--- src/rtl/latrnq_bank_pkg.sv ---
// Shared types and constants for the latrnq_bank multi-channel holding bank.
// Latency: n/a (declarations only).
// Backpressure: n/a.
package latrnq_bank_pkg;

    // Commit handshake FSM: IDLE accepts commits, HOLD is the cool-down window.
    typedef enum logic {
        IDLE = 1'b0,
        HOLD = 1'b1
    } state_e;

    localparam logic MODE_STAGED      = 1'b0;
    localparam logic MODE_TRANSPARENT = 1'b1;

endpackage

--- src/rtl/latrnq_bank_chan.sv ---
// One bank channel: staging register, published register, dirty flag, optional parity.
// Latency: staged write -> dirty 1 cycle; transparent write or commit -> Q 1 cycle.
// Backpressure: none; writes always accepted, commit pulse is pre-qualified by the top.
// Optional feature macro: LATRNQ_BANK_PARITY_EN (adds registered even parity of Q).
module latrnq_bank_chan
    import latrnq_bank_pkg::*;
#(
    parameter int WIDTH = 8
) (
    input  logic             clk_i,
    input  logic             rst_ni,
    input  logic [WIDTH-1:0] d_i,
    input  logic             e_i,
    input  logic             mode_i,
    input  logic             commit_i,
    output logic [WIDTH-1:0] q_o,
    output logic             dirty_o
`ifdef LATRNQ_BANK_PARITY_EN
    ,
    output logic             qp_o
`endif
);

    logic [WIDTH-1:0] stg_q, stg_d;
    logic [WIDTH-1:0] q_q, q_d;
    logic             dirty_q, dirty_d;
    logic             load;
    logic [WIDTH-1:0] load_val;

    // Next-state: a commit publishes dirty or same-cycle-written data (write forwarded),
    // a transparent write publishes directly; a commit only arrives in staged mode.
    always_comb begin
        stg_d    = stg_q;
        q_d      = q_q;
        dirty_d  = dirty_q;
        load_val = e_i ? d_i : stg_q;
        if (commit_i) begin
            load = dirty_q | e_i;
        end else begin
            load = e_i & (mode_i == MODE_TRANSPARENT);
        end
        if (e_i) begin
            stg_d = d_i;
        end
        if (load) begin
            q_d = load_val;
        end
        if (commit_i) begin
            dirty_d = 1'b0;
        end else if (e_i) begin
            dirty_d = (mode_i == MODE_STAGED);
        end
    end

    // Channel state registers.
    always_ff @(posedge clk_i or negedge rst_ni) begin
        if (!rst_ni) begin
            stg_q   <= '0;
            q_q     <= '0;
            dirty_q <= 1'b0;
        end else begin
            stg_q   <= stg_d;
            q_q     <= q_d;
            dirty_q <= dirty_d;
        end
    end

    assign q_o     = q_q;
    assign dirty_o = dirty_q;

`ifdef LATRNQ_BANK_PARITY_EN
    logic qp_q;

    // Parity tracks exactly the value loaded into Q, on the same edge.
    always_ff @(posedge clk_i or negedge rst_ni) begin
        if (!rst_ni) begin
            qp_q <= 1'b0;
        end else if (load) begin
            qp_q <= ^load_val;
        end
    end

    assign qp_o = qp_q;
`endif

endmodule

--- src/rtl/latrnq_bank.sv ---
// Multi-channel data-holding bank: per-channel staging, atomic commit publish, transparent mode.
// Latency: writes and commits visible on outputs 1 cycle after the capturing edge.
// Backpressure: COMMIT_READY drops for HOLDOFF cycles after each accepted commit; writes never stall.
// Optional feature macro: LATRNQ_BANK_PARITY_EN (adds QP output).
module latrnq_bank
    import latrnq_bank_pkg::*;
#(
    parameter int WIDTH    = 8,
    parameter int CHANNELS = 4,
    parameter int HOLDOFF  = 2
) (
    input  logic                      CLK,
    input  logic                      RN,
    input  logic [CHANNELS*WIDTH-1:0] D,
    input  logic [CHANNELS-1:0]       E,
    input  logic                      MODE,
    input  logic                      COMMIT_VALID,
    output logic                      COMMIT_READY,
    output logic [CHANNELS*WIDTH-1:0] Q,
    output logic [CHANNELS-1:0]       DIRTY
`ifdef LATRNQ_BANK_PARITY_EN
    ,
    output logic [CHANNELS-1:0]       QP
`endif
);

    localparam int CW = (HOLDOFF > 0) ? $clog2(HOLDOFF + 1) : 1;
    localparam logic [CW-1:0] CNT_LOAD = (HOLDOFF > 0) ? CW'(HOLDOFF - 1) : '0;

    state_e          state_q, state_d;
    logic [CW-1:0]   cnt_q, cnt_d;
    logic            handshake;
    logic            commit;

    // Ready depends only on the state register, so the handshake has no output-to-input loop.
    assign handshake = COMMIT_VALID & (state_q == IDLE);
    // In transparent mode the handshake still runs the cool-down but moves no data.
    assign commit    = handshake & (MODE == MODE_STAGED);

    // FSM next-state and ready decode.
    always_comb begin
        state_d      = state_q;
        cnt_d        = cnt_q;
        COMMIT_READY = (state_q == IDLE);
        case (state_q)
            IDLE: begin
                if (handshake && (HOLDOFF > 0)) begin
                    state_d = HOLD;
                    cnt_d   = CNT_LOAD;
                end
            end
            HOLD: begin
                if (cnt_q == '0) begin
                    state_d = IDLE;
                end else begin
                    cnt_d = cnt_q - CW'(1);
                end
            end
            default: begin
                state_d = IDLE;
                cnt_d   = '0;
            end
        endcase
    end

    // FSM state and cool-down counter registers.
    always_ff @(posedge CLK or negedge RN) begin
        if (!RN) begin
            state_q <= IDLE;
            cnt_q   <= '0;
        end else begin
            state_q <= state_d;
            cnt_q   <= cnt_d;
        end
    end

    for (genvar i = 0; i < CHANNELS; i++) begin : g_chan
        latrnq_bank_chan #(
            .WIDTH (WIDTH)
        ) u_chan (
            .clk_i    (CLK),
            .rst_ni   (RN),
            .d_i      (D[i*WIDTH +: WIDTH]),
            .e_i      (E[i]),
            .mode_i   (MODE),
            .commit_i (commit),
            .q_o      (Q[i*WIDTH +: WIDTH]),
            .dirty_o  (DIRTY[i])
`ifdef LATRNQ_BANK_PARITY_EN
            ,
            .qp_o     (QP[i])
`endif
        );
    end

endmodule

--- config.mk ---
export PLATFORM = sky130hd
export DESIGN_NAME = latrnq_bank
export DESIGN_NICKNAME = d
export VERILOG_FILES = /design/src/rtl/latrnq_bank_pkg.sv /design/src/rtl/latrnq_bank_chan.sv /design/src/rtl/latrnq_bank.sv
export SDC_FILE = /design/constraint.sdc
export NUM_CORES = 1
export LEC_CHECK = 0
export ABC_AREA = 0
export ABC_CLOCK_PERIOD_IN_PS = 6000
export BUFFER_PORTS_ARGS = -buffer_cell sky130_fd_sc_hd__buf_4
export CAP_MARGIN = 10
export CORE_MARGIN = 4
export CORE_UTILIZATION = 57
export DETAILED_ROUTE_END_ITERATION = 6
export GPL_ROUTABILITY_DRIVEN = 0
export PLACE_DENSITY_LB_ADDON = 0.1
export SYNTH_ARGS = -nofsm -noshare
export SYNTH_HDL_FRONTEND = slang
export SYNTH_HIERARCHICAL = 1
export SYNTH_SLANG_ARGS = --single-unit
--- constraint.sdc ---
create_clock -name CLK -period 6 [get_ports CLK]
set_clock_uncertainty 0.1 [all_clocks]
set_input_delay 1.5 -clock CLK [delete_from_list [all_inputs] [get_ports CLK]]
set_output_delay 1.5 -clock CLK [all_outputs]
set_load 0.005 [all_outputs]
# After elaboration in Yosys (flattened, before gate mapping)
# Index checks and enable logic that the tools add are counted.
dict set report totals {
  ff_bits 71
  latchBits 0
  mem_bits_rw 0
  romBits 0
  in_bits 40
  output_inout_bits 37
  memories 0
}
dict set report op_classes {
  n_addsub 1
  n_mul 0
  div 0
  n_lt_le_gt_ge 0
  n_eq_ne 2
  shifts 0
  mux 22
  bitwise_logic 12
  reduce_logical 6
}
# operator count
set op_table {}
lappend op_table {{8-bit 2-to-1 mux} 4}
lappend op_table {{1-bit 2-to-1 mux} 14}
lappend op_table {{2-bit nonzero test} 4}
lappend op_table {{1-bit AND} 6}
lappend op_table {{2-bit 2-to-1 mux} 2}
lappend op_table {{1-bit OR} 4}
lappend op_table {{2-bit case mux with 2 select lines} 1}
lappend op_table {{2-bit zero test} 1}
lappend op_table {{2-bit by 1-bit != test with 1-bit output (second input constant)} 1}
lappend op_table {{2-bit != test (second input constant)} 1}
lappend op_table {{1-bit NOT} 2}
lappend op_table {{1-bit case mux with 2 select lines} 1}
lappend op_table {{2-bit AND reduction} 1}
lappend op_table {{2-bit by 1-bit subtractor with 2-bit output (second input constant)} 1}

# Depth between registers and ports, before layout
# Gate-level depths: netlist of the first run.
dict set report depth {
  depth_word 4
  depth_mapped 4
  depth_no_buf 4
}

# Cells and area by module
# Netlist of the first run, hierarchy kept.
# module instances cells_each area_per_inst_um2
set by_module_without_submodules {}
lappend by_module_without_submodules {latrnq_bank_chan 4 40 737.0}
lappend by_module_without_submodules {latrnq_bank 1 14 153.9}

# Worst setup path before layout of the first run
# OpenSTA, ideal clock, no wires.
dict set report synth_timing {
  path_type {input to register}
  from {input MODE}
  to {register g_chan[0].u_chan.q_q[0]}
  arrival_ns 3.723
  t_required_ns 5.775
  slack_ns 2.052
  cell_stages 4
  path_buffers 0
  cell_sequence {nor3b_1 > nor2_2 > nor2_8 > mux2_4}
}
dict set report synth_via {
  elab_chain_len 3
  word_cells_on_any_way 4
  classes_between {1 x mux; 3 x bitwise}
}
# item line
set synth_rtl {}
lappend synth_rtl {{from (decl)} latrnq_bank.sv:16} ;# input logic MODE,
lappend synth_rtl {{1-bit NOT} latrnq_bank.sv:38} ;# assign commit = handshake & (MODE == MODE_STAGED);
lappend synth_rtl {{1-bit AND} latrnq_bank.sv:38}
lappend synth_rtl {{1-bit 2-to-1 mux *} latrnq_bank_chan.sv:37} ;# if (commit_i) begin
lappend synth_rtl {{to (signal assigned)} latrnq_bank_chan.sv:63} ;# q_q <= q_d;
lappend synth_rtl {{to (decl)} latrnq_bank_chan.sv:25} ;# logic [WIDTH-1:0] q_q, q_d;
# Mark *: on every way between the ends. The rest lies on a longest branch, timed or not.
# A chain may end at the register's enable or synchronous reset.

# Worst setup path in the final report of the first run
dict set report layout_timing {
  from {input MODE}
  to {register g_chan[0].u_chan.q_q[4]}
}
dict set report layout_via {
  elab_chain_len 3
  word_cells_on_any_way 4
  classes_between {1 x mux; 3 x bitwise}
}
# item line
set layout_rtl {}
lappend layout_rtl {{1-bit NOT} latrnq_bank.sv:38}
lappend layout_rtl {{1-bit AND} latrnq_bank.sv:38}
lappend layout_rtl {{net commit} latrnq_bank.sv:33} ;# logic commit;
lappend layout_rtl {{1-bit 2-to-1 mux} latrnq_bank_chan.sv:37}
# The timed path passes the listed nets, and every way through them passes these cells.

==> results of run 1 <==
## per-layer routing
metal / wire, um / vias to the layer above
met3: 405 / 8
met4: 88 / 0
met1: 2550 / 789
li1: - / 766
met2: 2390 / 56
met5: 0 / -
## state kept, by name, summed over array words and instances, names as in the netlist
register and flops:
g_chan.u_chan/q_o 32, g_chan.u_chan/stg_q 32, g_chan.u_chan/dirty_o 4, cnt_q 2, state_q 1
## cell usage in the layout, fill, tap and decap left out, types with 3 or more instances in the layout
| master | netlist | final |
|---|---|---|
| dfrtp_1 | 71 | 71 |
| clkbuf_8 | 0 | 10 |
| nor2_8 | 4 | 4 |
| mux2i_1 | 5 | 5 |
| nor2_1 | 4 | 4 |
| a21oi_4 | 4 | 4 |
| buf_4 | 0 | 76 |
| clkinv_2 | 0 | 3 |
| mux2_4 | 64 | 64 |
| inv_1 | 7 | 7 |
| nor2_2 | 5 | 5 |
## kinds of logic (layout without fill, tap and decap cells)
kind of cell / Yosys count / in the layout / synth area share (%)
AND/OR/NAND/NOR: 15 / 15 / 4.44
adder cells (fa/ha/maj): 1 / 1 / 0.403
buffers and inverters: 11 / 99 / 2.30
multiplexers: 69 / 69 / 32.6
flip-flops: 71 / 71 / 57.3
AO/OA/AOI/OAI: 7 / 7 / 2.99
## per-stage QoR
step	utilization (%)	cells	worst slack (ns)	power (mW)	hold WS, ns
floorplan	-	174	2.05	0.848	0.368
global placement	71.5	316	2.42	1.01	0.376
detailed placement	71.5	316	2.36	1.02	0.378
CTS	75.1	332	2.73	1.39	0.397
global route	75.1	332	2.63	1.45	0.405
finish	75.1	332	2.74	1.38	0.397
## power breakdown
group / switching (mW) / internal (mW) / leakage, nW / total (mW)
Sequential: 0.0629 / 0.575 / 0.832 / 0.638
Clock: 0.167 / 0.202 / 0.100 / 0.369
Combinational: 0.127 / 0.243 / 1.04 / 0.370
## path summary, 6_finish.rpt
| kind | startpoint | endpoint | slack, ns | depth (start not counted) |
|---|---|---|---|---|
| worst min-delay path | g_chan[3].u_chan/stg_q[4]$_DFF_PN0_ | g_chan[3].u_chan/stg_q[4]$_DFF_PN0_ | 0.40 | 1 |
| max in group asynchronous | RN | g_chan[0].u_chan/stg_q[4]$_DFF_PN0_ | 4.08 | 1 |
| worst min register to register | g_chan[3].u_chan/stg_q[4]$_DFF_PN0_ | g_chan[3].u_chan/stg_q[4]$_DFF_PN0_ | 0.40 | 1 |
| worst max-delay path | MODE | g_chan[0].u_chan/q_o[4]$_DFFE_PN0P_ | 2.74 | 5 |
| min in group asynchronous | RN | g_chan[3].u_chan/stg_q[5]$_DFF_PN0_ | 1.19 | 1 |
| worst max register to register | state_q$_DFF_PN0_ | g_chan[0].u_chan/q_o[4]$_DFFE_PN0P_ | 3.54 | 4 |
## worst max-delay path, delay by kind of cell
| kind | cells | cell delay, ns |
|---|---|---|
| buffers and inverters | 1 | 0.15 |
| and+or+nand+nor | 3 | 1.40 |
| muxes | 1 | 0.33 |
## area by class of cell
class / instances / area share (%)
Timing Repair Buffer: 76 / 14.6
Tap cell: 70 / 2.24
Sequential cell: 71 / 45.4
Multi-Input combinational cell: 92 / 32.2
Inverter: 7 / 0.672
Clock buffer: 12 / 3.71
Clock inverter: 4 / 1.15
==> metrics.md, run 1 <==
| Metric | Value |
|---|---|
| CTS Hold Bufs | `0` |
| Post-synthesis cell area | `approximately 0.0031 mm2` |
| Async SR Flop Fraction | `100%` |
| Max-capacitance violation count | `0` |
| Library cells used by synthesis | `15` |
| GR Util All Layers | `18.1%` |
| Initial Utilization | `between 50% and 60%` |
| Clock sinks | `a little over 70` |
| CP peak stage delay | `between 0.9 and 1 ns` |
| Multi-input logic area | `0.00126 mm2` |
| Leakage | `between 1.5 and 2 nW` |
| Arrival @ worst endpoint | `3.38 ns` |
| Fin crit period | `3.26 ns` |
| Met1 Usage GRT | `about a quarter` |
| Post-synth EDFFs | `0` |
| Slew headroom | `between 20% and 30%` |
| Post-Syn Instances | `about 170` |
| Sequential element share of the synthesized area | `between 50% and 60%` |
| Global-route wire length before repair | `just under 9 mm` |
| Number of remaining DRC errors | `0` |
| Num CTS Buffers | `9` |
| Top Usage Layer GRT | `met1` |
| Run status | `complete, no violations` |
| Flop and latch count out of synthesis | `71` |
| CP startpoint kind | `input pin` |
| Top cells by area, synth | `dfrtp_1 (57%), mux2_4 (31%), nor2_8 (2.6%)` |
| Vias | `between 1500 and 2000` |
| Power Density | `~350 mW/mm2` |
| # fillers | `335` |
| Wire length per cell | `about 16 um` |
| Cts repair resizes | `0` |
| Grt total ovfl | `0` |
| CP max FO | `12` |
| CTS tree | `done` |
| Max-slew violation count | `0` |
| Die Ht | `a little over 80 um` |
| YS warnings | `6` |
| Post-synth top cells | `dfrtp_1 (71), mux2_4 (64), inv_1 (7)` |
| Worst-Skew Late Latency | `about 0.33 ns` |
| FP Rows | `26` |
| Final wirelength | `between 5 and 6 mm` |
| ANT nets after route | `0` |
| Worst-margin pin slew | `around 1.2 ns` |
| Most frequent cell after synthesis | `dfrtp_1` |
| Syn_nets | `between 200 and 250` |
| IO Count | `77` |
| Drt pass-1 iters | `4` |
| Synth area leader | `dfrtp_1` |
| Core ar. | `approximately 0.0052 mm2` |
| Die W | `just over 80 um` |
| Met3 usage | `6.36%` |
| Post-DP HPWL | `3.67 mm` |
| Post-synth top area share | `57.3%` |
| Worst VDD drop | `235 uV` |
| Total setup buffers inserted after CTS | `0` |
| GR met2 Demand/Resource | `between 20% and 30%` |
| Final Cell Area | `approximately 0.004 mm2` |
| Final setup vio count | `0` |
| Vias in the first global route | `approximately 1700` |
| Final Hold Viols | `0` |
| Primary FF master, synth | `dfrtp_1` |
| Share of cells above drive strength 1 | `about two thirds` |
| CTS clk-pin slew, worst paths | `0.07 ns` |
| Final Cycle Share | `54.4%` |
| Mean Syn Cell Area | `17.8 um2` |
| Register area | `~0.0018 mm2` |
| CTS max path bufs | `2` |
| Initial antenna violation count | `0` |
| Clock root cell | `clkbuf_8` |
| H-tree depth | `3` |
| Placement Cell Area | `between 0.003 and 0.004 mm2` |
| Die ar. | `~0.0067 mm2` |
| Final net count | `298` |
| CP required | `approximately 6.1 ns` |
| DRT iter0 DRCs | `30` |
| Largest net degree at the start of global routing | `72` |
| Max Freq | `about 310 MHz` |
| Worst setup EP type | `flop` |
| Slowest stage cell, crit path | `nor3b_2` |
| Crit path kind | `in -> reg` |
| Hold crit path type | `reg -> reg` |
| Area added between synthesis and finish | `26.1%` |
| Crit-path cells | `buf_4 > nor3b_2 > nor2_2 > nor2_8 > mux2_4` |
| Ant. Diodes | `0` |
| RSZ-0062 raised after global routing | `false` |
| Via/cell ratio | `about 4.9` |
| Setup tns final | `0 ns` |
| # port buffers | `76` |
Power figures use the tool's default switching activity.
==> inputs of run 2 (changes only) <==
- ABC_CLOCK_PERIOD_IN_PS: 6000 -> 3200
- CORE_UTILIZATION: 57 -> 53
- clock period: 6 -> 3.2 ns (I/O delays scaled with it)
==> run 2 against run 1 <==
Against the previous run:
- global-route usage decreased by 3.0 points
- clock power grew 120%
- first-iteration DRC count up 90%
- die area is 6.8% higher
- critical endpoint is now g_chan[2].u_chan/q_o[2]$_DFFE_PN0P_
- critical path depth grew 1
- flip-flop and latch count unchanged
- final cell count grew 0.90%
- critical path type unchanged
- count of clock-buffer cells in the layout decreased by 1
- routed wire length fell by 5.9%
- hold slack worse by 0.0035 ns
==> metrics.md, run 2 (synthesis results as in run 1) <==
| Metric | Value |
|---|---|
| Die Ht | `84.5 um (+3.3%)` |
| Area added between synthesis and finish | `27.7%` |
| Final net count | `299 (+0.34%)` |
| Metal-1 WL | `2.44 mm (-4.3%)` |
| Core ar. | `0.00561 mm2 (+7.7%)` |
| Worst-margin pin slew | `0.853 ns (-0.329 ns)` |
| Run status | `complete, no violations` |
| Commonest cells after routing, fill and taps aside | `buf_4 (77), dfrtp_1 (71), mux2_4 (64), clkbuf_8 (11), inv_1 (7)` |
| Vias in the first global route | `1727 (-1.3%)` |
| Max-capacitance violation count | `0 (unchanged)` |
| Cells on Worst Hold Path | `1 (unchanged)` |
| CP required | `3.30 ns (-2.82 ns)` |
| Final Hold Viols | `0 (unchanged)` |
| Register area | `0.00178 mm2 (unchanged)` |
| Wire length per cell | `15.3 um (-6.7%)` |
| Clock root cell | `clkbuf_8` |
| # fillers | `391 (+17%)` |
| FP Rows | `27 (+3.8%)` |
| Final setup vio count | `0 (unchanged)` |
| Leakage | `1.99 nW (+0.85%)` |
| R2r setup slk | `1.41 ns (-2.13 ns)` |
| Worst VDD drop | `380 uV (+61%)` |
| Global-route wire length before repair | `8.54 mm (-3.2%)` |
| Max Used Layer | `met4` |
| RSZ-0062 raised after global routing | `false` |
| Die W | `84.5 um (+3.3%)` |
| Worst-Skew Late Latency | `0.32 ns (about the same)` |
| IO Count | `77 (unchanged)` |
| Die ar. | `0.00714 mm2 (+6.8%)` |
| Placement Cell Area | `0.00373 mm2 (+0.27%)` |
| Hold slack | `0.394 ns (-0.00354 ns)` |
| Initial antenna violation count | `0 (unchanged)` |
| Final wirelength | `5.11 mm (-5.9%)` |
| ANT nets after route | `0 (unchanged)` |
| Num CTS Buffers | `9 (unchanged)` |
| Via/cell ratio | `4.84 (-0.77%)` |
| # port buffers | `76 (unchanged)` |
| H-tree depth | `3 (unchanged)` |
| Post-DP HPWL | `3.55 mm (-3.3%)` |
| Crit path kind | `in -> reg` |
| Multi-input logic area | `0.00126 mm2 (unchanged)` |
| Largest net degree at the start of global routing | `72 (unchanged)` |
| CTS clk-pin slew, worst paths | `0.07 ns (about the same)` |
| Total setup buffers inserted after CTS | `0 (unchanged)` |
| Hold crit path type | `reg -> reg` |
| Final Cell Area | `0.00396 mm2 (+1.3%)` |
| Ant. Diodes | `0 (unchanged)` |
| Clock sinks | `71 (unchanged)` |
| Final Cycle Share | `roughly three fifths` |
| Met3 WL | `352 um (-13%)` |
| FF-to-FF path depth | `5 (+1)` |
| Share of cells above drive strength 1 | `65.8% (+0.89 points)` |
| Max Freq | `around 520 MHz` |
| CTS Hold Bufs | `0 (unchanged)` |
| Cts repair resizes | `0 (unchanged)` |
| Vias | `1621 (+0.12%)` |
| Number of remaining DRC errors | `0 (unchanged)` |
| Initial Utilization | `55.3% (-4.3 points)` |
| Slew headroom | `43.1% (+22 points)` |
| Power Density | `676 mW/mm2 (+92%)` |
| Arrival @ worst endpoint | `2.02 ns (-1.36 ns)` |
| Setup tns final | `0 ns (unchanged)` |
| CTS max path bufs | `2 (unchanged)` |
| Worst setup EP type | `flop` |
| GR Util All Layers | `15.1% (-3.0 points)` |
| DRT iter0 DRCs | `57 (+90%)` |
| Grt total ovfl | `0 (unchanged)` |
| CP startpoint kind | `input pin` |
| Routed met2 length | `2.28 mm (-4.4%)` |
| Fin crit period | `1.92 ns` |
| CTS tree | `done` |
| Drt pass-1 iters | `4 (unchanged)` |
| Leading cell type in the layout, fill and taps excluded | `buf_4` |
| Max-slew violation count | `0 (unchanged)` |
| CP max FO | `12 (unchanged)` |
[run 2: cell types whose count changed in the layout (fill, tap and decap cells not counted), sizes merged]
cell | previous run | this run
clkinv | 3 | 1
clkinvlp | 0 | 2
clkbuf | 12 | 11
bufinv | 1 | 2
buf | 76 | 77
[run 2: area by class of cell]
type / instances / area share [%]
Multi-Input combinational cell: 92 / 31.8
Sequential cell: 71 / 44.9
Timing Repair Buffer: 77 / 14.6
Inverter: 7 / 0.663
Tap cell: 72 / 2.27
Clock inverter: 5 / 2.02
Clock buffer: 11 / 3.82
[run 2: report_power, final]
group	switching, mW	internal, mW	total, mW
clock network	0.314	0.480	0.794
logic	0.234	0.457	0.691
registers	0.115	1.08	1.19
[run 2: final timing paths]
path | from | end
max | MODE | g_chan[2].u_chan/q_o[2]$_DFFE_PN0P_
min | g_chan[1].u_chan/stg_q[6]$_DFF_PN0_ | g_chan[1].u_chan/stg_q[6]$_DFF_PN0_
max reg2reg | state_q$_DFF_PN0_ | g_chan[2].u_chan/q_o[2]$_DFFE_PN0P_
min reg2reg | g_chan[1].u_chan/stg_q[6]$_DFF_PN0_ | g_chan[1].u_chan/stg_q[6]$_DFF_PN0_
max in group asynchronous | RN | g_chan[2].u_chan/stg_q[4]$_DFF_PN0_
min in group asynchronous | RN | g_chan[0].u_chan/stg_q[0]$_DFF_PN0_
[run 2: metal layers]
layer / GRT usage (%) / up-vias
li1: - / 774
met2: 21.4 / 47
met4: 5.18 / 0
met3: 5.30 / 4
met1: 21.7 / 796
met5: 0 / -
[run 2: through the flow]
step                      instances  utilization (%)  power, mW  worst slack (ns)
after floorplan                 174                -       1.59             0.647
after global placement          319             66.5       1.89             0.951
after detailed placement        319             66.5       1.91             0.932
after CTS                       335             70.6       2.72              1.27
after global routing            335             70.6       2.81              1.22
final                           335             70.6       2.68              1.28
[run 2: critical path: stages]
cell	delay, ns
buf_4	0.15
nor3b_2	0.15
buf_4	0.25
nor2_2	0.10
nor2_8	0.23
mux2_4	0.33
==> inputs of run 3 (changes only) <==
- ABC_CLOCK_PERIOD_IN_PS: 3200 -> 1900
- clock period: 3.2 -> 1.9 ns (I/O delays scaled with it)
==> run 3 against run 2 <==
Against the previous run:
- via count rose by 1.9%
- count of clock-buffer cells in the layout did not move
- cell area rose by 1.8%
- non-clock buffer count rose by 5
- combinational power rose by 77%
- die area did not move
- global-route usage rose by 0.90 points
- largest power group unchanged
==> metrics.md, run 3 (synthesis results as in run 1) <==
| Metric | Value |
|---|---|
| Worst-Skew Late Latency | `0.33 ns (about the same)` |
| Wire length per cell | `15.5 um (+1.9%)` |
| CTS clk-pin slew, worst paths | `0.07 ns (about the same)` |
| Register area | `0.00178 mm2 (unchanged)` |
| CP required | `2.01 ns (-1.29 ns)` |
| RSZ-0062 raised after global routing | `false` |
| Vias in the first global route | `1813 (+5.0%)` |
| Max Freq | `599 MHz` |
| Initial antenna violation count | `0 (unchanged)` |
| Min setup slack post-route | `0.230 ns (-1.05 ns)` |
| Grt total ovfl | `0 (unchanged)` |
| Worst-margin pin slew | `0.378 ns (-0.475 ns)` |
| Placed cells | `323 (+1.3%)` |
| Arrival @ worst endpoint | `1.78 ns (-0.24 ns)` |
| Largest net degree at the start of global routing | `32 (-56%)` |
| Max-slew violation count | `0 (unchanged)` |
| Hold slack | `0.284 ns (-0.109 ns)` |
| Initial Utilization | `55.3% (unchanged)` |
| Final Cycle Share | `~88%` |
| Post-Layout Cell Count | `340 (+1.5%)` |
| Run status | `complete, no violations` |
| CTS tree | `done` |
| Fin crit period | `~1.7 ns` |
| Crit path kind | `reg -> reg` |
| CP max FO | `12 (unchanged)` |
| Die ar. | `0.00714 mm2 (unchanged)` |
| Placement Cell Area | `0.00379 mm2 (+1.6%)` |
| DRT iter0 DRCs | `53 (-7.0%)` |
| GR Util All Layers | `16.0% (+0.90 points)` |
| Slew headroom | `74.8% (+32 points)` |
| Area added between synthesis and finish | `30.0%` |
| Global-route wire length before repair | `8.96 mm (+4.8%)` |
| Ant. Diodes | `0 (unchanged)` |
| # fillers | `375 (-4.1%)` |
| # port buffers | `76 (unchanged)` |
| Crit-path cells | `nor3b_4 > buf_12 > a21oi_4 > nor2_8 > mux2_4` |
| Hold crit path type | `in -> reg` |
| Final Cell Area | `0.00403 mm2 (+1.8%)` |
| Core ar. | `0.00561 mm2 (unchanged)` |
| Die W | `84.5 um (unchanged)` |
| CTS max path bufs | `2 (unchanged)` |
| Multi-input logic area | `0.00126 mm2 (+0.50%)` |
| Post-DP HPWL | `3.68 mm (+3.7%)` |
| Clock root cell | `clkbuf_8` |
| ANT nets after route | `0 (unchanged)` |
| Cts repair resizes | `0 (unchanged)` |
| H-tree depth | `3 (unchanged)` |
| Place WS | `0.0155 ns (-0.916 ns)` |
| CP peak stage delay | `0.41 ns (+0.08 ns)` |
| Slowest stage cell, crit path | `dfrtp_1` |
| Leakage | `2.02 nW (+1.7%)` |
| Worst setup EP type | `flop` |
| Max-capacitance violation count | `0 (unchanged)` |
| Share of cells above drive strength 1 | `66.0% (+0.27 points)` |
| Final wirelength | `5.28 mm (+3.4%)` |
| IO Count | `77 (unchanged)` |
| Final net count | `304 (+1.7%)` |
| Drt pass-1 iters | `4 (unchanged)` |
| Via/cell ratio | `4.86 (+0.35%)` |
| Final core occ | `71.9% (+1.3 points)` |
| Worst VDD drop | `732 uV (+93%)` |
| Commonest cells after routing, fill and taps aside | `buf_4 (79), dfrtp_1 (71), mux2_4 (64), clkbuf_8 (11), inv_1 (7)` |
| Final setup vio count | `0 (unchanged)` |
| Number of remaining DRC errors | `0 (unchanged)` |
| Clock sinks | `71 (unchanged)` |
| Final Hold Viols | `0 (unchanged)` |
| Vias | `1651 (+1.9%)` |
| Die Ht | `84.5 um (unchanged)` |
| FP Rows | `27 (unchanged)` |
| Power Density | `1130 mW/mm2 (+67%)` |
| Num CTS Buffers | `9 (unchanged)` |
| CP startpoint kind | `flop` |
| Leading cell type in the layout, fill and taps excluded | `buf_4` |
==> run 3: where the power goes <==
part           internal (mW)  switching, mW  total [mW]  leakage (nW)
logic                  0.799          0.416        1.22          1.08
registers               1.81          0.179        1.99         0.832
clock network          0.808          0.530        1.34         0.112
==> run 3: metal layers <==
| metal | wire length [um] | part of all wire (%) | track usage, % | vias up |
|---|---|---|---|---|
| li1 | - | - | - | 776 |
| met1 | 2400 | 45 | 21.5 | 824 |
| met2 | 2450 | 46 | 24.1 | 43 |
| met3 | 363 | 6.9 | 5.50 | 8 |
| met4 | 68 | 1.3 | 6.04 | 0 |
| met5 | 0 | 0 | 0 | - |
==> run 3: layout make-up <==
type | instances | share of cell area [%]
clock buffers | 11 | 3.75
clock inverters | 5 | 1.99
inverters | 7 | 0.652
multi-input cells | 92 | 31.4
flip-flops and latches | 71 | 44.1
well taps | 72 | 2.23
repair buffers | 82 | 15.9
==> run 3: timing repair <==
item,in CTS,in global routing
hold endpoints to repair,27,0
hold buffers,1,0
setup buffers,0,0
==> run 3: final timing paths <==
kind                            cells past startpoint                             endpoint                           startpoint  slack, ns
max in group asynchronous                           3  g_chan[2].u_chan/stg_q[6]$_DFF_PN0_                                   RN       0.68
worst max-delay path                                5  g_chan[3].u_chan/q_o[2]$_DFFE_PN0P_                    state_q$_DFF_PN0_       0.23
worst min-delay path                                2  g_chan[2].u_chan/stg_q[5]$_DFF_PN0_                                D[21]       0.28
min in group asynchronous                           2  g_chan[1].u_chan/stg_q[0]$_DFF_PN0_                                   RN       0.51
worst max register to register                      5  g_chan[3].u_chan/q_o[2]$_DFFE_PN0P_                    state_q$_DFF_PN0_       0.23
worst min register to register                      1  g_chan[2].u_chan/stg_q[7]$_DFF_PN0_  g_chan[2].u_chan/stg_q[7]$_DFF_PN0_       0.39
==> run 3: critical path: cells and delay by family (launching register included) <==
kind | cells | cell delay [ns]
simple gates | 2 | 0.46
flops | 1 | 0.41
mux | 1 | 0.32
buf+inv | 1 | 0.19
compound gates | 1 | 0.08
==> run 3: stage by stage <==
stage / TNS [ns] / power [mW]
2_1_floorplan: -2.10 / 2.68
3_5_place_dp: 0 / 3.25
5_1_grt: 0 / 4.81
6_report: 0 / 4.55
3_3_place_gp: 0 / 3.23
4_1_cts: 0 / 4.61
